[src/rtl/exec_unit.sv]
// tinylabcpu execute/write-back stage: latches operands from register read,
// runs single-cycle ALU ops or a 16-step shift-add MUL, then writes back one-hot.
module exec_unit (
  input  logic        clk,
  input  logic        rst,
  input  logic        en_in,
  input  logic [3:0]  op,
  input  logic [1:0]  rd,
  input  logic [15:0] rd_q,
  input  logic [15:0] rs_q,
  output logic [15:0] d_out,
  output logic [3:0]  reg_en,
  output logic        flag_z,
  output logic        flag_c,
  output logic        flag_n,
  output logic        busy,
  output logic        en_out
);

  localparam logic [1:0] S_IDLE = 2'd0;
  localparam logic [1:0] S_EXEC = 2'd1;
  localparam logic [1:0] S_MUL  = 2'd2;
  localparam logic [1:0] S_WB   = 2'd3;

  localparam logic [3:0] OP_MOV = 4'd0;
  localparam logic [3:0] OP_ADD = 4'd1;
  localparam logic [3:0] OP_SUB = 4'd2;
  localparam logic [3:0] OP_AND = 4'd3;
  localparam logic [3:0] OP_OR  = 4'd4;
  localparam logic [3:0] OP_XOR = 4'd5;
  localparam logic [3:0] OP_NOT = 4'd6;
  localparam logic [3:0] OP_SHL = 4'd7;
  localparam logic [3:0] OP_SHR = 4'd8;
  localparam logic [3:0] OP_MUL = 4'd9;
  localparam logic [3:0] OP_CMP = 4'd10;

  logic [1:0]  state_q, state_d;
  logic [3:0]  op_q;
  logic [1:0]  rdst_q;
  logic [15:0] a_q, b_q;
  logic [31:0] acc_q, mcand_q;
  logic [15:0] mplier_q;
  logic [4:0]  cnt_q;

  logic [15:0] dout_q;
  logic [3:0]  regen_q;
  logic        enout_q, fz_q, fc_q, fn_q;

  logic [16:0] sum17, dif17;
  logic [31:0] prod_nxt;
  logic [15:0] res;
  logic        res_c, wr, upd, go_wb;

  assign sum17    = {1'b0, a_q} + {1'b0, b_q};
  assign dif17    = {1'b0, a_q} - {1'b0, b_q};
  // Last shift-add step folds in here so MUL results are ready on the edge into WB.
  assign prod_nxt = acc_q + (mplier_q[0] ? mcand_q : 32'd0);

  assign go_wb = (state_q == S_EXEC) || ((state_q == S_MUL) && (cnt_q == 5'd15));

  always_comb begin
    res   = 16'd0;
    res_c = 1'b0;
    wr    = 1'b1;
    upd   = 1'b1;
    case (op_q)
      OP_MOV: res = b_q;
      OP_ADD: begin res = sum17[15:0]; res_c = sum17[16]; end
      OP_SUB: begin res = dif17[15:0]; res_c = dif17[16]; end
      OP_AND: res = a_q & b_q;
      OP_OR:  res = a_q | b_q;
      OP_XOR: res = a_q ^ b_q;
      OP_NOT: res = ~b_q;
      OP_SHL: begin res = {a_q[14:0], 1'b0}; res_c = a_q[15]; end
      OP_SHR: begin res = {1'b0, a_q[15:1]}; res_c = a_q[0]; end
      OP_MUL: begin res = prod_nxt[15:0]; res_c = |prod_nxt[31:16]; end
      OP_CMP: begin res = dif17[15:0]; res_c = dif17[16]; wr = 1'b0; end
      default: begin wr = 1'b0; upd = 1'b0; end
    endcase
  end

  always_comb begin
    state_d = state_q;
    case (state_q)
      S_IDLE: if (en_in) state_d = (op == OP_MUL) ? S_MUL : S_EXEC;
      S_EXEC: state_d = S_WB;
      S_MUL:  if (cnt_q == 5'd15) state_d = S_WB;
      default: state_d = S_IDLE;
    endcase
  end

  always_ff @(posedge clk or posedge rst) begin
    if (rst) begin
      state_q  <= S_IDLE;
      op_q     <= 4'd0;
      rdst_q   <= 2'd0;
      a_q      <= 16'd0;
      b_q      <= 16'd0;
      acc_q    <= 32'd0;
      mcand_q  <= 32'd0;
      mplier_q <= 16'd0;
      cnt_q    <= 5'd0;
      dout_q   <= 16'd0;
      regen_q  <= 4'd0;
      enout_q  <= 1'b0;
      fz_q     <= 1'b0;
      fc_q     <= 1'b0;
      fn_q     <= 1'b0;
    end else begin
      state_q <= state_d;
      case (state_q)
        // Upstream zeroes its operands once en_in drops, so capture them now.
        S_IDLE: if (en_in) begin
          op_q     <= op;
          rdst_q   <= rd;
          a_q      <= rd_q;
          b_q      <= rs_q;
          acc_q    <= 32'd0;
          mcand_q  <= {16'd0, rd_q};
          mplier_q <= rs_q;
          cnt_q    <= 5'd0;
        end
        S_MUL: begin
          acc_q    <= prod_nxt;
          mcand_q  <= {mcand_q[30:0], 1'b0};
          mplier_q <= {1'b0, mplier_q[15:1]};
          cnt_q    <= cnt_q + 5'd1;
        end
        default: ;
      endcase

      if (go_wb) begin
        dout_q  <= wr ? res : 16'd0;
        regen_q <= wr ? (4'b0001 << rdst_q) : 4'd0;
        enout_q <= 1'b1;
        if (upd) begin
          fz_q <= (res == 16'd0);
          fc_q <= res_c;
          fn_q <= res[15];
        end
      end else if (state_q == S_WB) begin
        dout_q  <= 16'd0;
        regen_q <= 4'd0;
        enout_q <= 1'b0;
      end
    end
  end

  assign d_out  = dout_q;
  assign reg_en = regen_q;
  assign en_out = enout_q;
  assign flag_z = fz_q;
  assign flag_c = fc_q;
  assign flag_n = fn_q;
  assign busy   = (state_q != S_IDLE);

endmodule
[config.mk]
export PLATFORM = sky130hd
export DESIGN_NAME = exec_unit
export DESIGN_NICKNAME = d
export VERILOG_FILES = /design/src/rtl/exec_unit.sv
export SDC_FILE = /design/constraint.sdc
export NUM_CORES = 1
export LEC_CHECK = 0
export CORE_ASPECT_RATIO = 2
export CORE_MARGIN = 2
export CORE_UTILIZATION = 40
export CTS_CLUSTER_DIAMETER = 40
export DETAILED_ROUTE_END_ITERATION = 12
export SETUP_SLACK_MARGIN = 0.15
export SYNTH_ARGS = -nofsm -noshare
export SYNTH_HDL_FRONTEND = slang
export SYNTH_SLANG_ARGS = --single-unit
[constraint.sdc]
create_clock -name clk -period 8.94 [get_ports clk]
set_input_delay 1.788 -clock clk [delete_from_list [all_inputs] [get_ports clk]]
set_output_delay 1.788 -clock clk [all_outputs]
set_load 0.02 [all_outputs]
## Yosys cells after proc, flatten, opt, wreduce, memory -nomap -nowiden

Cells that the tools add are included.

| storage, ports and cells | value |
|---|---|
| register bits | 149 |
| output and inout bits | 25 |
| logic and storage cells | 82 |

| operators by class | value |
|---|---|
| $add $sub $neg | 4 |
| equality and inequality tests | 17 |
| shifts and indexed selects | 1 |
| muxes and demuxes | 25 |
| bitwise gates (word level) | 4 |
| reductions and logical operators | 16 |

Operator list:

| operator | count |
|---|---|
| case mux 16 bit (10 select lines) | 1 |
| case mux 32 bit (2 select lines) | 2 |
| two-way mux 32 bit | 3 |
| two-way mux 16 bit | 4 |
| adder 32 bit | 1 |
| case mux 16 bit (2 select lines) | 1 |
| adder 16 x 16 -> 17 bit | 1 |
| subtractor 16 x 16 -> 17 bit | 1 |
| bitwise AND 16 bit | 1 |
| == test 4 x 3 -> 1 bit, second input constant | 4 |
| == test 4 bit, second input constant | 4 |
| zero test 16 bit | 1 |
| inverter 16 bit | 1 |
| bitwise OR 16 bit | 1 |
| OR reduction 16 bit | 1 |
| XOR 16 bit | 1 |
| two-way mux 4 bit | 3 |
| OR reduction 11 bit | 1 |
| case mux 5 bit (2 select lines) | 1 |
| OR reduction 10 bit | 1 |
| == test 4 x 2 -> 1 bit, second input constant | 2 |
| AND reduction 2 bit | 4 |
| two-way mux 2 bit | 3 |
| case mux 2 bit (3 select lines) | 1 |
| other kinds (17) | 23 |

## Longest topological paths before layout

| logic depth | value |
|---|---|
| depth after elaboration | 5 |
| depth in mapped cells | 15 |
| mapped depth without buffers | 13 |

## Least setup slack after synthesis

Ideal clock, no wire load.

| timing | value |
|---|---|
| path type | flip-flop to flip-flop |
| start | register mplier_q[0] |
| end | register fz_q, in the netlist flag_z |
| library setup time | 0.077 ns |
| arrival | 3.441 ns |
| data required time | 8.863 ns |
| slack | 5.423 ns |
| stages on the path, launching flop included | 15 |
| path buffers | 1 |
| period minus slack after synthesis | 3.517 ns |
| cells stage by stage | dfrtp_1 -> clkbuf_1 -> and2_1 -> ha_1 -> inv_1 -> fa_1 -> xnor2_1 -> a22o_1 -> a221o_1 -> a2111oi_2 -> and2_1 -> nand4_1 -> or4_1 -> or4_1 -> o21ai_1 |

| on the way | value |
|---|---|
| longest elaborated chain between the ends | 4 |

Ends and longest elaborated chain:

| what | RTL line | text |
|---|---|---|
| start: declaration | 42 | `logic [15:0] mplier_q;` |
| start signal: assignment | 120 | `mplier_q <= rs_q;` |
| start signal: assignment | 126 | `mplier_q <= {1'b0, mplier_q[15:1]};` |
| two-way mux 32 bit | 57 | `assign prod_nxt = acc_q + (mplier_q[0] ? mcand_q : 32'd0);` |
| adder 32 bit | 57 |  |
| case mux 16 bit (10 select lines) | 66 | `case (op_q)` |
| zero test 16 bit | 137 | `fz_q <= (res == 16'd0);` |
| end signal: assignment | 137 |  |
| end: declaration | 47 | `logic enout_q, fz_q, fc_q, fn_q;` |

No other way between the ends.
A chain may end at the register's enable or synchronous reset.

## Worst setup path in the final report

Ends and elaborated chain as after synthesis.

==> summary.md <==
| Metric | Value |
|---|---|
| Post-detailed-placement cell area | `12000 sq um` |
| Origin of the worst setup path | `mplier_q[0]` |
| Commonest register cell after synthesis | `sky130_fd_sc_hd__dfrtp_1` |
| Worst path setup slack after routing | `~4.4 ns` |
| Area occupied by multi-input gates | `a little under 7000 sq um` |
| Worst hold slack after final layout | `0.479 ns` |
| Proportion of layout cells with a drive suffix above 1 | `0.0804` |
| Die outline height | `between 200 and 250 microns` |
| Max H-tree Level | `4` |
| Clock root cell | `sky130_fd_sc_hd__clkbuf_16` |
| Outcome | `completed` |
| Library cells used by synthesis | `80` |
| Setup slack after placement | `4.43 ns` |
| Static power due to leakage | `roughly 5.6 nW` |
| Source of the worst register-to-register timing path | `mplier_q[0]` |
| Number of flip-flops and latches in the synthesized netlist | `149` |
| Placer Congestion | `0.975` |
| Ys async rst share | `1.00` |
| Routed wire length | `about 34 mm` |
| Iter 0 DRT Violations | `about 830` |
| Worst Tran Pin Value | `~1.1 ns` |
| Sum of negative setup slack | `0 ns` |
| Maximum Capacitance Violations | `0` |
| Area of all sequential standard cells | `3730 sq um` |
| Register clock-pin slew on the reported worst setup and hold paths | `about 0.060 ns` |
| Post-layout nets | `roughly 1400` |
| Gate Count Post-Synth | `1242` |
| Clock latency on the worst-skew pair | `around 0.46 ns` |
| Number of endpoints failing setup at the final stage | `0` |
| Area growth syn-to-layout | `13.8%` |
| Required time of the critical path | `9.31 ns` |
| Via-to-Cell Ratio | `roughly 6.0` |
| Non-filler cells in the finished layout | `around 1600` |
| Total power density per cell area | `between 300 and 400 nW/um^2` |
| Category of the most critical setup path | `flop to flop` |
| Antenna violations before repair | `0` |
| Post-synthesis average cell area | `8.90 sq um` |
| Number of DRC violations after detailed routing | `0` |
| Synthesis warning total | `0` |
| Detail-routed net length per standard cell | `about 21 microns` |
| Final cycle utilization of the critical path | `0.513` |
| Hold Crit Class | `flop to flop` |
| Post-detailed-placement half-perimeter wirelength | `between 20 and 30 mm` |
| Number of global-route vias before repair | `approximately 9600` |
| Global-route wire length before repair | `between 50 and 60 mm` |
| Number of buffers inserted for hold repair after clock tree synthesis | `0` |
| Number of buffers inserted by port buffering | `between 60 and 70` |
| Number of diodes | `0` |
| Sequential-to-total area share from yosys stat | `0.337` |
| RSZ-0062 raised after global routing | `no` |
| Detailed-route via count | `roughly 9800` |
| Worst vdd ir | `0.462 mV` |
| TritonCTS clock tree | `done` |
| Normalized max-slew margin | `0.252` |
| Hold wc startpoint | `d_out[13]` |
| Number of gates resized after CTS | `0` |
| Final-report max-slew violation count | `0` |
| Final worst clock skew | `between 0.01 and 0.015 ns` |
| GRT Util Overall | `0.244` |
| Fmax | `between 200 and 250 MHz` |
| Die Outline Area | `about 29000 sq um` |
| Total iterations of the first detailed-routing run | `5` |
| Time the worst path needs with I/O delays and setup | `4.59 ns` |
| Number of hold violations in the final report | `0` |
| Standard-cell rows | `86` |
| Largest net degree at the start of global routing | `between 100 and 150` |
| Share of the core filled with cells in the final layout | `0.460` |
| # IOs | `66` |
| Starting density of the core | `0.404` |
| Total gr overflow | `0` |
| Data arrival, critical path | `4.96 ns` |
| Total clock sinks | `between 100 and 150` |
| Floorplan core area | `27300 sq um` |
| Type of element capturing the critical path | `flop` |
| Number of nets produced by synthesis | `1371` |
| Horizontal extent of the die | `122 microns` |
| Fillers | `roughly 2700` |
| Num CTS Buffers | `17` |
| Detail Route Antenna Nets | `0` |
| Number of buffers inserted to repair setup after CTS | `0` |
| Number of buffers between clock root and the deepest sink | `2` |
| Largest fanout on the critical path | `33` |
| Cell total after placement | `~1600` |
| Total chip power | `approximately 4.8 mW` |
| Number of synthesized flops with an enable pin | `0` |
| Final standard cell area without fillers | `around 13000 sq um` |
| Combined area of all synthesized cells | `~11000 sq um` |
| Startpoint type of the worst setup path | `flop` |
[sequential cells by signal, summed over array words and instances, names as in the netlist]
signal / cells
acc_q: 32
mcand_q: 32
a_q: 16
b_q: 16
d_out: 16
mplier_q: 16
cnt_q: 5
op_q: 4
reg_en: 4
rdst_q: 2
state_q: 2
en_out: 1
flag_c: 1
flag_n: 1
flag_z: 1
[power breakdown]
part | leakage [nW] | internal [mW] | switching [mW]
logic | 3.42 | 1.11 | 1.78
clock network | 0.279 | 0.413 | 0.299
registers | 1.92 | 0.912 | 0.320
total | 5.62 | 2.43 | 2.40
[critical path: stages (launching register included)]
cell,delay [ns]
sky130_fd_sc_hd__dfrtp_1,0.92
sky130_fd_sc_hd__and2_1,0.24
sky130_fd_sc_hd__ha_1,0.19
sky130_fd_sc_hd__inv_1,0.07
sky130_fd_sc_hd__fa_1,0.40
sky130_fd_sc_hd__nand2b_1,0.18
sky130_fd_sc_hd__a21boi_0,0.26
sky130_fd_sc_hd__o21a_1,0.17
sky130_fd_sc_hd__nor3_1,0.09
sky130_fd_sc_hd__nor4_1,0.73
sky130_fd_sc_hd__nand4_1,0.19
sky130_fd_sc_hd__or4_1,0.53
sky130_fd_sc_hd__or4_1,0.41
sky130_fd_sc_hd__o21ai_1,0.14
[Yosys cell counts (15+ instances only)]
master / instances / area share
sky130_fd_sc_hd__a211o_1: 15 / 0.012
sky130_fd_sc_hd__a21o_1: 17 / 0.012
sky130_fd_sc_hd__a21oi_1: 71 / 0.032
sky130_fd_sc_hd__a22o_1: 49 / 0.039
sky130_fd_sc_hd__and2_1: 38 / 0.022
sky130_fd_sc_hd__clkbuf_1: 51 / 0.017
sky130_fd_sc_hd__dfrtp_1: 149 / 0.34
sky130_fd_sc_hd__ha_1: 85 / 0.096
sky130_fd_sc_hd__inv_1: 74 / 0.025
sky130_fd_sc_hd__mux2_2: 40 / 0.041
sky130_fd_sc_hd__mux2i_1: 38 / 0.034
sky130_fd_sc_hd__nand2_1: 124 / 0.042
sky130_fd_sc_hd__nand3_1: 22 / 0.010
sky130_fd_sc_hd__nor2_1: 55 / 0.019
sky130_fd_sc_hd__nor3_1: 25 / 0.011
sky130_fd_sc_hd__o21ai_0: 114 / 0.052
sky130_fd_sc_hd__xnor2_1: 16 / 0.013
[cells by family after synthesis]
kind of cell | Yosys count | synth area share
compound gates | 411 | 0.257
fa+ha+maj | 88 | 0.102
flops | 149 | 0.337
xor+xnor | 29 | 0.0230
mux | 78 | 0.0752
simple gates | 342 | 0.154
buf+inv | 145 | 0.0523
[layer usage]
layer | track usage | wire length (microns) | vias to the layer above | share of wire
met2 | 0.404 | 16600 | 339 | 0.48
met3 | 0.0336 | 1590 | 74 | 0.047
met5 | 0 | 0 | - | 0
met1 | 0.315 | 14700 | 4794 | 0.43
met4 | 0.108 | 1320 | 0 | 0.039
li1 | - | - | 4625 | -
[layout by cell type, fill, tap and decap left out, types with 15 or more instances in the layout]
master and instances:
sky130_fd_sc_hd__a22o_1 49, sky130_fd_sc_hd__a211o_1 15, sky130_fd_sc_hd__dfrtp_1 149, sky130_fd_sc_hd__nor2_1 55, sky130_fd_sc_hd__nand2_1 123, sky130_fd_sc_hd__a21o_1 17
sky130_fd_sc_hd__clkdlybuf4s50_1 65, sky130_fd_sc_hd__xnor2_1 16, sky130_fd_sc_hd__mux2i_1 38, sky130_fd_sc_hd__inv_1 73, sky130_fd_sc_hd__nand3_1 22, sky130_fd_sc_hd__nor3_1 25
sky130_fd_sc_hd__and2_1 38, sky130_fd_sc_hd__clkbuf_16 17, sky130_fd_sc_hd__o21ai_0 114, sky130_fd_sc_hd__mux2_2 40, sky130_fd_sc_hd__ha_1 84, sky130_fd_sc_hd__a21oi_1 71
[final cells by class]
cell class | count | area share
multi-input combinational | 948 | 0.540
timing repair buffer | 78 | 0.0595
sequential | 149 | 0.296
tap | 352 | 0.0350
inverter | 75 | 0.0228
clock buffer | 22 | 0.0385
clock inverter | 9 | 0.00746
[worst paths after layout]
kind                             end  slack (ns)  cells past startpoint
max                           flag_z        4.35                     13
min                        d_out[13]        0.48                      2
max reg2reg                   flag_z        4.35                     13
min reg2reg                d_out[13]        0.48                      2
max in group asynchronous   d_out[0]        5.76                      3
min in group asynchronous  acc_q[26]        1.86                      2
Note: power is estimated with default switching activity, not from simulation.
